**config.mk**
```make
export PLATFORM = sky130hd
export DESIGN_NAME = multicycle_ctrl
export DESIGN_NICKNAME = d
export VERILOG_FILES = /design/src/rtl/cpu_pkg.sv /design/src/rtl/ctrl_decode.sv /design/src/rtl/multicycle_ctrl.sv
export SDC_FILE = /design/constraint.sdc
export NUM_CORES = 1
export LEC_CHECK = 0
export CORE_MARGIN = 8
export CORE_UTILIZATION = 28
export DETAILED_ROUTE_END_ITERATION = 6
export GPL_ROUTABILITY_DRIVEN = 0
export SETUP_SLACK_MARGIN = 0.5
export SLEW_MARGIN = 40
export SYNTH_ARGS = -nofsm -noshare
export SYNTH_HDL_FRONTEND = slang
export SYNTH_SLANG_ARGS = --single-unit
```
**constraint.sdc**
```tcl
create_clock -name clk -period 7.9 [get_ports clk]
set_input_delay 2.37 -clock clk [delete_from_list [all_inputs] [get_ports clk]]
set_output_delay 2.37 -clock clk [all_outputs]
set_load 0.02 [all_outputs]
```
**src/rtl/cpu_pkg.sv**
```systemverilog
// Shared encodings for the multicycle controller: FSM states, datapath selects,
// instruction classes and RV32 opcode constants.
package cpu_pkg;

  typedef enum logic [2:0] {
    ST_FETCH  = 3'd0,
    ST_DECODE = 3'd1,
    ST_EXEC   = 3'd2,
    ST_MEM    = 3'd3,
    ST_WB     = 3'd4,
    ST_TRAP   = 3'd5
  } state_t;

  typedef enum logic [2:0] {
    ALU_ADD = 3'd0,
    ALU_SUB = 3'd1,
    ALU_OR  = 3'd2,
    ALU_SLT = 3'd3
  } alu_op_t;

  typedef enum logic [1:0] {
    PC_PLUS4  = 2'd0,
    PC_BRANCH = 2'd1,
    PC_JAL    = 2'd2
  } pc_src_t;

  typedef enum logic [1:0] {
    WB_ALU = 2'd0,
    WB_MEM = 2'd1,
    WB_PC4 = 2'd2,
    WB_IMM = 2'd3
  } wb_sel_t;

  typedef enum logic [2:0] {
    CLS_NONE   = 3'd0,
    CLS_ALU_R  = 3'd1,
    CLS_ALU_I  = 3'd2,
    CLS_LOAD   = 3'd3,
    CLS_STORE  = 3'd4,
    CLS_BRANCH = 3'd5,
    CLS_JAL    = 3'd6,
    CLS_LUI    = 3'd7
  } instr_cls_t;

  localparam logic [6:0] OP_R      = 7'b0110011;
  localparam logic [6:0] OP_I      = 7'b0010011;
  localparam logic [6:0] OP_LOAD   = 7'b0000011;
  localparam logic [6:0] OP_STORE  = 7'b0100011;
  localparam logic [6:0] OP_BRANCH = 7'b1100011;
  localparam logic [6:0] OP_JAL    = 7'b1101111;
  localparam logic [6:0] OP_LUI    = 7'b0110111;

  localparam logic [2:0] F3_ADD = 3'b000;
  localparam logic [2:0] F3_OR  = 3'b110;
  localparam logic [2:0] F3_SLT = 3'b010;
  localparam logic [2:0] F3_W   = 3'b010;
  localparam logic [2:0] F3_BEQ = 3'b000;

  localparam logic [6:0] F7_BASE = 7'b0000000;
  localparam logic [6:0] F7_SUB  = 7'b0100000;

endpackage

```
**src/rtl/ctrl_decode.sv**
```systemverilog
// Combinational instruction classifier: maps the IR to an instruction class,
// the ALU operation for ALU-type instructions, and a legal flag.
module ctrl_decode
  import cpu_pkg::*;
(
  input  logic [31:0] instr,
  output logic [2:0]  cls,
  output logic [2:0]  alu_op,
  output logic        legal
);

  logic [6:0] opcode;
  logic [2:0] funct3;
  logic [6:0] funct7;
  logic       unused_fields;

  assign opcode = instr[6:0];
  assign funct3 = instr[14:12];
  assign funct7 = instr[31:25];
  // Register specifiers and immediates are datapath business, not control.
  assign unused_fields = ^{instr[24:15], instr[11:7]};

  always_comb begin
    cls    = CLS_NONE;
    alu_op = ALU_ADD;
    case (opcode)
      OP_R: begin
        case (funct3)
          F3_ADD: begin
            if (funct7 == F7_BASE) begin
              cls    = CLS_ALU_R;
              alu_op = ALU_ADD;
            end else if (funct7 == F7_SUB) begin
              cls    = CLS_ALU_R;
              alu_op = ALU_SUB;
            end
          end
          F3_OR: begin
            if (funct7 == F7_BASE) begin
              cls    = CLS_ALU_R;
              alu_op = ALU_OR;
            end
          end
          F3_SLT: begin
            if (funct7 == F7_BASE) begin
              cls    = CLS_ALU_R;
              alu_op = ALU_SLT;
            end
          end
          default: ;
        endcase
      end
      OP_I: begin
        case (funct3)
          F3_ADD: begin
            cls    = CLS_ALU_I;
            alu_op = ALU_ADD;
          end
          F3_OR: begin
            cls    = CLS_ALU_I;
            alu_op = ALU_OR;
          end
          F3_SLT: begin
            cls    = CLS_ALU_I;
            alu_op = ALU_SLT;
          end
          default: ;
        endcase
      end
      OP_LOAD:   if (funct3 == F3_W) cls = CLS_LOAD;
      OP_STORE:  if (funct3 == F3_W) cls = CLS_STORE;
      OP_BRANCH: begin
        if (funct3 == F3_BEQ) begin
          cls    = CLS_BRANCH;
          alu_op = ALU_SUB;
        end
      end
      OP_JAL: cls = CLS_JAL;
      OP_LUI: cls = CLS_LUI;
      default: ;
    endcase
  end

  assign legal = (cls != CLS_NONE);

endmodule

```
**src/rtl/multicycle_ctrl.sv**
```systemverilog
// Multicycle RV32 subset controller: FSM sequencing FETCH/DECODE/EXEC/MEM/WB,
// combinational control decode, retired-instruction counter and sticky trap.
module multicycle_ctrl
  import cpu_pkg::*;
#(
  parameter int CNT_W = 32
) (
  input  logic             clk,
  input  logic             rst_n,
  input  logic [31:0]      instr,
  input  logic             zero,
  input  logic             mem_ready,
  output logic             mem_req,
  output logic             mem_we,
  output logic             iord,
  output logic             ir_we,
  output logic             pc_we,
  output logic [1:0]       pc_src,
  output logic             alu_src_b,
  output logic [2:0]       alu_op,
  output logic             rf_we,
  output logic [1:0]       wb_sel,
  output logic             retire,
  output logic [CNT_W-1:0] instret,
  output logic             illegal
);

  state_t     state;
  logic [2:0] dec_cls;
  logic [2:0] dec_op;
  logic       dec_legal;

  ctrl_decode u_decode (
    .instr  (instr),
    .cls    (dec_cls),
    .alu_op (dec_op),
    .legal  (dec_legal)
  );

  always_ff @(posedge clk or negedge rst_n) begin
    if (!rst_n) begin
      state <= ST_FETCH;
    end else begin
      case (state)
        ST_FETCH:  if (mem_ready) state <= ST_DECODE;
        ST_DECODE: state <= dec_legal ? ST_EXEC : ST_TRAP;
        ST_EXEC: begin
          case (dec_cls)
            CLS_ALU_R, CLS_ALU_I:         state <= ST_WB;
            CLS_LOAD, CLS_STORE:          state <= ST_MEM;
            CLS_BRANCH, CLS_JAL, CLS_LUI: state <= ST_FETCH;
            default:                      state <= ST_TRAP;
          endcase
        end
        ST_MEM: begin
          if (mem_ready) state <= (dec_cls == CLS_STORE) ? ST_FETCH : ST_WB;
        end
        ST_WB:   state <= ST_FETCH;
        ST_TRAP: state <= ST_TRAP;
        default: state <= ST_FETCH;
      endcase
    end
  end

  always_ff @(posedge clk or negedge rst_n) begin
    if (!rst_n) begin
      instret <= '0;
    end else if (retire) begin
      instret <= instret + {{(CNT_W-1){1'b0}}, 1'b1};
    end
  end

  // Outputs are qualified by rst_n so a request in flight drops the moment reset asserts.
  always_comb begin
    mem_req   = 1'b0;
    mem_we    = 1'b0;
    iord      = 1'b0;
    ir_we     = 1'b0;
    pc_we     = 1'b0;
    pc_src    = PC_PLUS4;
    alu_src_b = 1'b0;
    alu_op    = ALU_ADD;
    rf_we     = 1'b0;
    wb_sel    = WB_ALU;
    retire    = 1'b0;
    illegal   = 1'b0;
    if (rst_n) begin
      case (state)
        ST_FETCH: begin
          mem_req = 1'b1;
          ir_we   = mem_ready;
        end
        ST_EXEC: begin
          case (dec_cls)
            CLS_ALU_R: begin
              alu_op = dec_op;
            end
            CLS_ALU_I: begin
              alu_op    = dec_op;
              alu_src_b = 1'b1;
            end
            CLS_LOAD, CLS_STORE: begin
              alu_op    = ALU_ADD;
              alu_src_b = 1'b1;
            end
            CLS_BRANCH: begin
              alu_op = ALU_SUB;
              pc_we  = 1'b1;
              pc_src = zero ? PC_BRANCH : PC_PLUS4;
              retire = 1'b1;
            end
            CLS_JAL: begin
              rf_we  = 1'b1;
              wb_sel = WB_PC4;
              pc_we  = 1'b1;
              pc_src = PC_JAL;
              retire = 1'b1;
            end
            CLS_LUI: begin
              rf_we  = 1'b1;
              wb_sel = WB_IMM;
              pc_we  = 1'b1;
              retire = 1'b1;
            end
            default: ;
          endcase
        end
        ST_MEM: begin
          mem_req   = 1'b1;
          iord      = 1'b1;
          alu_op    = ALU_ADD;
          alu_src_b = 1'b1;
          mem_we    = (dec_cls == CLS_STORE);
          if (mem_ready && dec_cls == CLS_STORE) begin
            pc_we  = 1'b1;
            retire = 1'b1;
          end
        end
        ST_WB: begin
          rf_we  = 1'b1;
          wb_sel = (dec_cls == CLS_LOAD) ? WB_MEM : WB_ALU;
          pc_we  = 1'b1;
          retire = 1'b1;
        end
        ST_TRAP: illegal = 1'b1;
        default: ;
      endcase
    end
  end

endmodule

```
==> results.cfg <==
[global_route]
track_usage = 0.1096
vias_in_the_first_global_route = 2040
gr-total-overflow = 0
grt_start_max_net_pins = 29
antenna_found_initial = 0
grt_pass1_wl_mm = 10.12

[routing]
dr.pass1.iters = 6
wl_mm = 6.035
ant_nets = 0
drc = 0
initialDrtViolationCount = 77
num_vias = 2025
routed_wire_length_per_instance_um = 14.72
route.detailed.vias_per_inst = 4.939

[yosys]
syn_nets = 278
netlist_top_cells_area = sky130_fd_sc_hd__dfrtp_1 40%, sky130_fd_sc_hd__xnor2_1 9.5%, sky130_fd_sc_hd__nand3_1 4.3%
netlist.area_leader.share = 0.3959
ys_async_sr_fraction = 1.000
ys_seq_area_frac = 0.3959
number_of_register_bits_inferred_by_synthesis = 35
synthCells = 241
synth_enable_flop_cells = 0
synth_warn = 0
ys.flop_type = sky130_fd_sc_hd__dfrtp_1
netlist-cell-type-count = 51
synth_top_area_cell = sky130_fd_sc_hd__dfrtp_1
mean_post_synth_cell_area_um2 = 9.179
post_synth_instance_area_um2 = 2212

[setup_path]
critical_path_arrival_ns = 4.88
worstReg2RegStart = state[1]$_DFFE_PN0P_
setup.worst_path.end_class = output port
worstPathMaxFanout = 8
crit_type = input port to output port
ff2ff_path_depth = 5
critPathLaunchType = input port
crit-reg2reg-capture = instret[28]$_DFFE_PN0P_
cp-startpoint = instr[4]
required_ns = 5.53
rrSetupSlack_ns = 5.48

[final_layout]
core_occupancy_in_the_finished_layout = 0.3994
area_delta_synth_final_pct = 38.80
layout.nets = 344
final_design_area_no_fill_um2 = 3070
drive_above_1_share = 0.06494
layout_cells_excl_fill = 410
antenna_cells = 0

[place]
post-place-cells = 402
postPlaceCellArea_um2 = 2962
io_buffer_count = 67
hpwlAfterDp_mm = 4.780

[cts]
clkSlewWorstSetupHoldPaths_ns = 0.07
cts.sinks = 35
cts-root-to-sink-buffers = 2
tritoncts = done
clock_latency_ns = 0.29
cts_buffers = 5
clk_root_buffer_cell = sky130_fd_sc_hd__clkbuf_8
cts_setup_buffers = 0
clock_tree.htree_level_count = 2

[power_and_ir_drop]
max-vdd-ir-drop_uv = 90.92
pwr_per_cell_area_nw_per_um2 = 151.9
power_leakage_nw = 1.203

[die]
start_util = 0.2878
number_of_placed_i_o_pins = 84
dieWidth_um = 104.9
die_y_um = 104.9
floorplan.core_area_um2 = 7687
core.rowCount = 32
dieArea_um2 = 11000

[sta]
slew_viol_final = 0
final_worst_clock_skew_ns = 0.01020
rsz0062_at_grt = true
finalWorstPathRequiredPeriod_ns = 7.253
fmaxAchievable_mhz = 137.9
final-setup-viol-count = 0
min_period_over_period = 0.9181
totalNegativeSetupSlack_ns = 0
hold-worst-slack_ns = 0.4729
worst_pin_slew_ns = 0.7153
hold_violations_final = 0
relSlewSlack = 0.5187

[hold_path]
hold-path-cell-count = 1
hold_path_end = instret[31]$_DFFE_PN0P_
hold_path.startpoint = instret[31]$_DFFE_PN0P_
min-delay-path-class = flip-flop to flip-flop

[outcome]
run_status = finished clean

[run]
cap_viol_max_count = 0
==> area by class of cell <==
cell class | count | area (um2)
Clock inverter | 1 | 7.507
Clock buffer | 7 | 96.34
Tap cell | 102 | 127.6
Timing Repair Buffer | 68 | 678.2
Sequential cell | 35 | 875.8
Multi-Input combinational cell | 185 | 1240
Fill cell | 801 | 4617
Inverter | 12 | 45.04
==> layer usage <==
layer  vias up  global-route usage  wire length [um]
li1       1000                   -                 -
met1       955              0.1364              2837
met2        65              0.1674              2607
met3         5             0.04853               529
met4         0             0.03160                61
met5         -                   0                 0
==> how the worst max path moves through the flow <==
stage                           end  slack, ns  cells past startpoint
after floorplan           wb_sel[0]       1.62                      6
after global placement       retire       0.64                      8
after detailed placement      pc_we       0.63                      8
after CTS                     pc_we       0.63                      8
after global routing          pc_we       0.49                      8
final                         pc_we       0.65                      8
==> flip-flops by register name, indices dropped and copies added (netlist names) <==
signal,cells
state,3
instret,32
==> critical path: stages <==
cell,delay [ns]
sky130_fd_sc_hd__clkdlybuf4s50_1,0.62
sky130_fd_sc_hd__or3b_4,0.44
sky130_fd_sc_hd__a21boi_4,0.23
sky130_fd_sc_hd__a31oi_4,0.15
sky130_fd_sc_hd__nand2_1,0.22
sky130_fd_sc_hd__nand2_1,0.14
sky130_fd_sc_hd__inv_1,0.10
sky130_fd_sc_hd__clkdlybuf4s50_1,0.61
==> cells by family after synthesis <==
group / synth area share
mux: 0.01414
other cells: 0.001695
buf+inv: 0.04355
simple gates: 0.3207
compound gates: 0.09559
flops: 0.3959
xor+xnor: 0.1227
fa+ha+maj: 0.005655
==> placed cells by master (no fill, tap or decap), drive strengths merged, types with 2 or more instances in the layout <==
cell / instances
xor2: 7
xnor2: 24
or3: 4
nand3: 19
nor2: 18
clkdlybuf4s50: 64
nor4b: 2
a21oi: 5
nand3b: 3
or3b: 2
nand4: 15
nor4: 10
dfrtp: 35
o211ai: 3
a31oi: 3
a21boi: 2
dlymetal6s2s: 2
o21ai: 2
clkbuf: 7
nand2b: 3
nor3: 11
and4: 3
mux2i: 2
nand2: 20
nor2b: 3
inv: 11
and2: 4
and3: 4
buf: 2
==> power by group <==
part	total, mW	internal, mW	switching (mW)
sequential	0.205	0.189	0.0156
clock	0.146	0.0794	0.0666
combinational	0.115	0.0511	0.0643
total	0.466	0.320	0.147
==> metrics by stage <==
step	power, mW	worst slack, ns
global placement	0.3235	0.6396
floorplan	0.2760	1.622
CTS	0.4704	0.6271
finish	0.4665	0.6468
detailed placement	0.3244	0.6321
global route	0.4909	0.4914
==> synth_stat cells, types with 2 or more instances <==
library cell	n
sky130_fd_sc_hd__dfrtp_1	35
sky130_fd_sc_hd__xnor2_1	24
sky130_fd_sc_hd__nand2_1	20
sky130_fd_sc_hd__nand3_1	19
sky130_fd_sc_hd__nor2_1	18
sky130_fd_sc_hd__nand4_1	15
sky130_fd_sc_hd__inv_1	11
sky130_fd_sc_hd__nor3_1	11
sky130_fd_sc_hd__nor4_1	7
sky130_fd_sc_hd__xor2_1	7
sky130_fd_sc_hd__a21oi_1	5
sky130_fd_sc_hd__and2_1	4
sky130_fd_sc_hd__and3_1	4
sky130_fd_sc_hd__clkbuf_1	4
sky130_fd_sc_hd__or3_1	4
sky130_fd_sc_hd__and4_1	3
sky130_fd_sc_hd__nand2b_1	3
sky130_fd_sc_hd__nand3b_1	3
sky130_fd_sc_hd__nor2b_1	3
sky130_fd_sc_hd__nor4_2	3
sky130_fd_sc_hd__a31oi_1	2
sky130_fd_sc_hd__buf_2	2
sky130_fd_sc_hd__buf_4	2
sky130_fd_sc_hd__mux2i_1	2
sky130_fd_sc_hd__nor4b_1	2
sky130_fd_sc_hd__o211ai_1	2
sky130_fd_sc_hd__o21ai_0	2
==> repair_timing <==
action / 4_1_cts / 5_1_grt
setup endpoints to repair: 0 / 3
hold buffers: 0 / 0
resized for setup: 0 / 2
(Power assumes the default switching activity.)
